===== src/rtl/hazard_control.sv =====
// hazard_control: forwarding select, load-use stall and flush kill for the five-stage core.
// Define HAZARD_PERF_EN to add the stall/flush event counters.
module hazard_control (
  input  logic        clk,
  input  logic        rst_n,
  input  logic        valid_d,
  input  logic [4:0]  rs1_d,
  input  logic [4:0]  rs2_d,
  input  logic        rs1_used_d,
  input  logic        rs2_used_d,
  input  logic [4:0]  rd_d,
  input  logic        reg_wr_d,
  input  logic        load_d,
  input  logic        flush,
  output logic [3:0]  fwd_sel_e,
  output logic        stall_f,
  output logic        stall_d,
  output logic        flush_d,
  output logic        flush_e
`ifdef HAZARD_PERF_EN
  ,
  input  logic        perf_clr,
  output logic [31:0] stall_cnt,
  output logic [31:0] flush_cnt
`endif
);
  typedef struct packed {
    logic       valid;
    logic [4:0] rs1;
    logic [4:0] rs2;
    logic       rs1_used;
    logic       rs2_used;
    logic [4:0] rd;
    logic       reg_wr;
    logic       load;
  } e_rec_t;
  typedef struct packed {
    logic       valid;
    logic [4:0] rd;
    logic       reg_wr;
    logic       load;
  } m_rec_t;
  typedef struct packed {
    logic       valid;
    logic [4:0] rd;
    logic       reg_wr;
  } w_rec_t;
  e_rec_t r_e;
  m_rec_t r_m;
  w_rec_t r_w;
  logic w_lu, w_m_a, w_m_b, w_w_a, w_w_b;
  assign w_lu = valid_d && r_e.valid && r_e.load && r_e.reg_wr && r_e.rd != 5'd0 &&
                ((rs1_used_d && rs1_d == r_e.rd) || (rs2_used_d && rs2_d == r_e.rd));
  // a bubble in E never forwards; a load in M falls through to W
  assign w_m_a = r_e.valid && r_e.rs1_used && r_e.rs1 != 5'd0 && r_m.valid && r_m.reg_wr && !r_m.load && r_m.rd == r_e.rs1;
  assign w_m_b = r_e.valid && r_e.rs2_used && r_e.rs2 != 5'd0 && r_m.valid && r_m.reg_wr && !r_m.load && r_m.rd == r_e.rs2;
  assign w_w_a = r_e.valid && r_e.rs1_used && r_e.rs1 != 5'd0 && r_w.valid && r_w.reg_wr && r_w.rd == r_e.rs1;
  assign w_w_b = r_e.valid && r_e.rs2_used && r_e.rs2 != 5'd0 && r_w.valid && r_w.reg_wr && r_w.rd == r_e.rs2;
  assign fwd_sel_e = {w_m_b ? 2'd1 : w_w_b ? 2'd2 : 2'd0, w_m_a ? 2'd1 : w_w_a ? 2'd2 : 2'd0};
  assign flush_d   = flush;
  assign flush_e   = flush || w_lu;
  assign stall_f   = !flush && w_lu;
  assign stall_d   = !flush && w_lu;
  always_ff @(posedge clk or negedge rst_n) begin
    if (!rst_n) begin
      r_e <= '0;
      r_m <= '0;
      r_w <= '0;
    end else begin
      r_w <= {r_m.valid, r_m.rd, r_m.reg_wr};
      r_m <= {r_e.valid, r_e.rd, r_e.reg_wr, r_e.load};
      r_e <= {valid_d && !flush_e, rs1_d, rs2_d, rs1_used_d, rs2_used_d, rd_d, reg_wr_d, load_d};
    end
  end
`ifdef HAZARD_PERF_EN
  always_ff @(posedge clk or negedge rst_n) begin
    if (!rst_n) begin
      stall_cnt <= '0;
      flush_cnt <= '0;
    end else begin
      stall_cnt <= perf_clr ? '0 : (stall_d && stall_cnt != '1) ? stall_cnt + 32'd1 : stall_cnt;
      flush_cnt <= perf_clr ? '0 : (flush && flush_cnt != '1) ? flush_cnt + 32'd1 : flush_cnt;
    end
  end
`endif
endmodule


===== config.mk =====
export PLATFORM = sky130hd
export DESIGN_NAME = hazard_control
export DESIGN_NICKNAME = d
export VERILOG_FILES = /design/src/rtl/hazard_control.sv
export SDC_FILE = /design/constraint.sdc
export NUM_CORES = 1
export LEC_CHECK = 0
export CAP_MARGIN = 20
export CORE_ASPECT_RATIO = 0.75
export CORE_MARGIN = 2
export CORE_UTILIZATION = 30
export CTS_BUF_LIST = sky130_fd_sc_hd__clkbuf_8 sky130_fd_sc_hd__clkbuf_16
export CTS_CLUSTER_DIAMETER = 120
export DETAILED_ROUTE_END_ITERATION = 6
export PLACE_DENSITY = 0.55
export SYNTH_ARGS = -nofsm -noshare
export SYNTH_HDL_FRONTEND = slang
export SYNTH_SLANG_ARGS = --single-unit

===== constraint.sdc =====
create_clock -name clk -period 1.5 [get_ports clk]
set_input_delay 0.3 -clock clk [delete_from_list [all_inputs] [get_ports clk]]
set_output_delay 0.3 -clock clk [all_outputs]
set_load 0.02 [all_outputs]

# After elaboration in Yosys (flattened, before gate mapping)
# Cells that the tools add are included.
# op_classes
eq_ne	6
n_mux	4
n_reduce_logical	35
# op_table
op	n
== test 5 bit	6
logical AND 1 bit	27
nonzero test 5 bit	3
two-way mux 2 bit	4
logical NOT 1 bit	3
logical OR 1 bit	2
# totals
ff_bits	35
out_inout_bits	8

# Longest topological paths before layout
# logic_depth
ltp_word	8
depth_mapped	5
ltp_nobuf	4

# Worst setup path after synthesis
# Ideal clock, no wire load.
# synth_timing
path_kind	register -> output
from	register r_e[5] (netlist name)
to	output port stall_f
arrival_time_ns	1.756
stages_incl_launch_ff	6
setup_slack_ns	-0.556
required_time_ns	1.200
n_path_buf	1
cell_sequence	dfrtp_1 > xor2_1 > nor4_1 > a32oi_1 > nor3_1 > buf_4
# synth_between
elab_chain_cells	5
# synth_lines
element	line	rtl
start: declaration	48	e_rec_t r_e;
start signal: assignment	72	r_e <= {valid_d && !flush_e, rs1_d, rs2_d, rs1_used_d, rs2_used_d, rd_d, reg_wr_d, load_d};
== test 5 bit	53	((rs1_used_d && rs1_d == r_e.rd) || (rs2_used_d && rs2_d == r_e.rd));
logical AND 1 bit	53	
logical OR 1 bit	53	
logical AND 1 bit (*)	52	assign w_lu = valid_d && r_e.valid && r_e.load && r_e.reg_wr && r_e.rd != 5'd0 &&
logical AND 1 bit (*)	--	
end: declaration	16	output logic stall_f,
# Mark *: on every way between the ends. The rest lies on a longest branch, timed or not.

# Worst setup path after layout
# layout_timing
from	register r_e[11] (netlist name)
to	output port fwd_sel_e[2]
# layout_between
elab_chain_cells	7
# layout_lines
element	line	rtl
nonzero test 5 bit	56	assign w_m_b = r_e.valid && r_e.rs2_used && r_e.rs2 != 5'd0 && r_m.valid && r_m.reg_wr && !r_m.load && r_m.rd ...
logical AND 1 bit (4 in a row)	56	
logical AND 1 bit (*)	56	
two-way mux 2 bit (*)	59	assign fwd_sel_e = {w_m_b ? 2'd1 : w_w_b ? 2'd2 : 2'd0, w_m_a ? 2'd1 : w_w_a ? 2'd2 : 2'd0};
end: declaration	15	output logic [3:0] fwd_sel_e,
# Marked as above.

==> run_results.csv <==
group,metric,value,unit
status,outcome,"finished with violations",
status,failed_checks,"setup timing",
synth,yosys.area.top_type_share,0.6470,
setup_path,timing.rr.end,"r_e[19]$_DFF_PN0_",
cells_and_area,drive_gt1_frac,0.3484,
cts,clock_path_buffers,2,
setup_path,r2r_setup_slack,0.06,ns
floorplanning,die_area,5072,µm²
cells_and_area,n_antenna_cell,0,
detailed_routing,via_count,913,
detailed_routing,ant_nets,0,
setup_path,crit_fanout,2,
setup_path,start_kind,"flop",
timing,setup_viol,7,
global_route,grt_first_pass_wirelength,4761,µm
min_path,min_path_type,"input port to flop",
timing,fin_tns_setup,-3.892,ns
cells_and_area,final_nets,178,
cts,root_buffer,"clkbuf_8",
flow_run,drv_cap,0,
timing,post-route-min-period,2.093,ns
cts,hold_buffers,0,
placement,dp.cells,199,
global_route,antenna_found_initial,0,
detailed_routing,wirelength,2790,µm
cts,numCtsBuffers,5,
timing,fmax,477.8,MHz
cells_and_area,n_fill_cell,387,
setup_path,arrival,1.79,ns
cts,cts.sinks,35,
power,p_total,0.001959,W
synth,syn_inst,95,
synth,synth.area.top_cells,"dfrtp_1, xor2_1, xnor2_1",
floorplanning,die_w,81.57,µm
timing,worst_slew_pin_slew,0.3344,ns
setup_path,path_class,"flop to output pin",
timing,max_slew_margin,0.7750,
detailed_routing,dr.pass1.iters,3,
placement,gp_congestion,0.8061,
cells_and_area,area_delta_synth_final,52.50,%
synth,yosysSeqAreaShare,0.6470,
floorplanning,die_y,62.18,µm
detailed_routing,post_drt_via_cell_ratio,4.307,
setup_path,ff2ff_path_depth,4,
timing,finClkSkew,0.006290,ns
cts,clock_latency,0.28,ns
global_route,grt_pass1_vias,1019,
power,power_density,949.0,nW/µm²
synth,syn-cell-area,1354,µm²
timing,grt_setup_unrepaired,"yes",
min_path,hold_end,"r_e[10]$_DFF_PN0_",
synth,syn_nets,118,
cells_and_area,final_cells,212,
floorplanning,rows,21,
timing,whs,0.2889,ns
timing,setup_ws,-0.5930,ns
cts,htree_levels,2,
cts,clk_pin_slew,0.06,ns
global_route,gr-total-overflow,0,
synth,yosysTopAreaCell,"dfrtp_1",
cells_and_area,multi_input_comb_area,524.3,µm²
synth,synth_cell_types,17,
timing,report.final.slew_viol_count,0,
global_route,grt_max_degree,36,
min_path,hp-start,"rs2_d[1]",
setup_path,r2r_start,"r_e[5]$_DFF_PN0_",
cts,cts_tree,"done",
floorplanning,ios,31,
power,peakVddDrop,529.3,µV
floorplanning,coreArea,4388,µm²
timing,finalHoldViolations,0,
global_route,grt.total_usage,0.1267,
power,power_leakage,0.8858,nW
placement,port_buffers,30,
detailed_routing,wl_per_cell,13.16,µm
min_path,hold_depth,1,
cells_and_area,seqCellArea,875.8,µm²
setup_path,crit_required,1.20,ns
synth,ys_warn_count,0,
detailed_routing,drt_iter0_drc,27,
cells_and_area,mostFrequentLayoutCell,"dfrtp_1",
floorplanning,start_util,0.3085,
synth,synth_area_per_cell,14.25,µm²
cells_and_area,layout_common_cells,"dfrtp_1, buf_4, clkdlybuf4s50_1",
placement,preCtsSetupSlack,-1.115,ns
detailed_routing,drc,0,
timing,fin_crit_sh,1.395,
setup_path,cp-end-kind,"output pin",
synth,synth-seq-cells,35,
layout make-up:
class	count	share of cell area
Clock buffer	6	0.04000
Inverter	1	0.001818
Timing Repair Buffer	57	0.2430
Tap cell	57	0.03455
Multi-Input combinational cell	55	0.2539
Clock inverter	1	0.002424
Sequential cell	35	0.4242
synthesized netlist by cell type:
cell / number
xnor2_1: 12
buf_4: 4
inv_1: 1
dfrtp_1: 35
nand4_1: 4
o21ai_1: 2
o211ai_2: 2
or4_1: 3
nor4_1: 6
and2_0: 1
and4_1: 1
o211a_1: 1
a32oi_1: 1
xor2_1: 18
nor3_1: 2
nand3b_1: 1
nor3_2: 1
flip-flops by register name, indices dropped and copies added (netlist names):
name  cells
r_e      20
r_m       8
r_w       7
per-stage QoR:
step / utilization / instance area [µm²]
after global placement: 0.4274 / 1876
after detailed placement: 0.4274 / 1876
after global routing: 0.4705 / 2064
final: 0.4705 / 2064
after CTS: 0.4688 / 2057
after floorplan: - / 1364
worst max path at each step:
| stage | start | to | slack, ns | cells past startpoint |
|---|---|---|---|---|
| final | r_e[11]$_DFF_PN0_ | fwd_sel_e[2] | -0.59 | 5 |
| after floorplan | r_e[4]$_DFF_PN0_ | stall_f | -0.32 | 5 |
| after detailed placement | rs2_d[3] | stall_f | -1.12 | 6 |
| after global routing | r_e[11]$_DFF_PN0_ | fwd_sel_e[3] | -0.66 | 5 |
| after global placement | rs2_d[3] | stall_f | -1.08 | 6 |
| after CTS | r_e[11]$_DFF_PN0_ | fwd_sel_e[3] | -0.62 | 5 |
where the power goes:
group	leakage [nW]	internal [W]	switching, W
logic	0.427	0.000149	0.0000982
clock network	0.0470	0.000360	0.000313
registers	0.412	0.000992	0.0000471
total	0.886	0.00150	0.000458
metal layers:
metal | track usage | part of all wire | routed length (µm) | vias up
met5 | 0 | 0 | 0 | -
met4 | 0.05833 | 0.018 | 51 | 0
met2 | 0.1895 | 0.46 | 1284 | 26
li1 | - | - | - | 446
met1 | 0.1646 | 0.46 | 1284 | 434
met3 | 0.04360 | 0.061 | 169 | 7
cell families after synthesis:
| logic type | share of synthesized area |
|---|---|
| AOI/OAI and AO/OA | 0.03974 |
| xor gates and xnor gates | 0.1941 |
| buffers and inverters | 0.02495 |
| DFF | 0.6470 |
| and+or+nand+nor | 0.09428 |
critical path: stages (launching register included):
cell      delay, ns
dfrtp_1        0.40
or4_4          0.56
o211ai_4       0.23
nor4_4         0.06
buf_4          0.14
buf_6          0.12
timing repair:
action | CTS | global route
resized for setup | 51 | 0
buffers inserted | 7 | 1
setup endpoints to repair | 9 | 8
pin swaps | 10 | 5
Power figures use the tool's default switching activity.
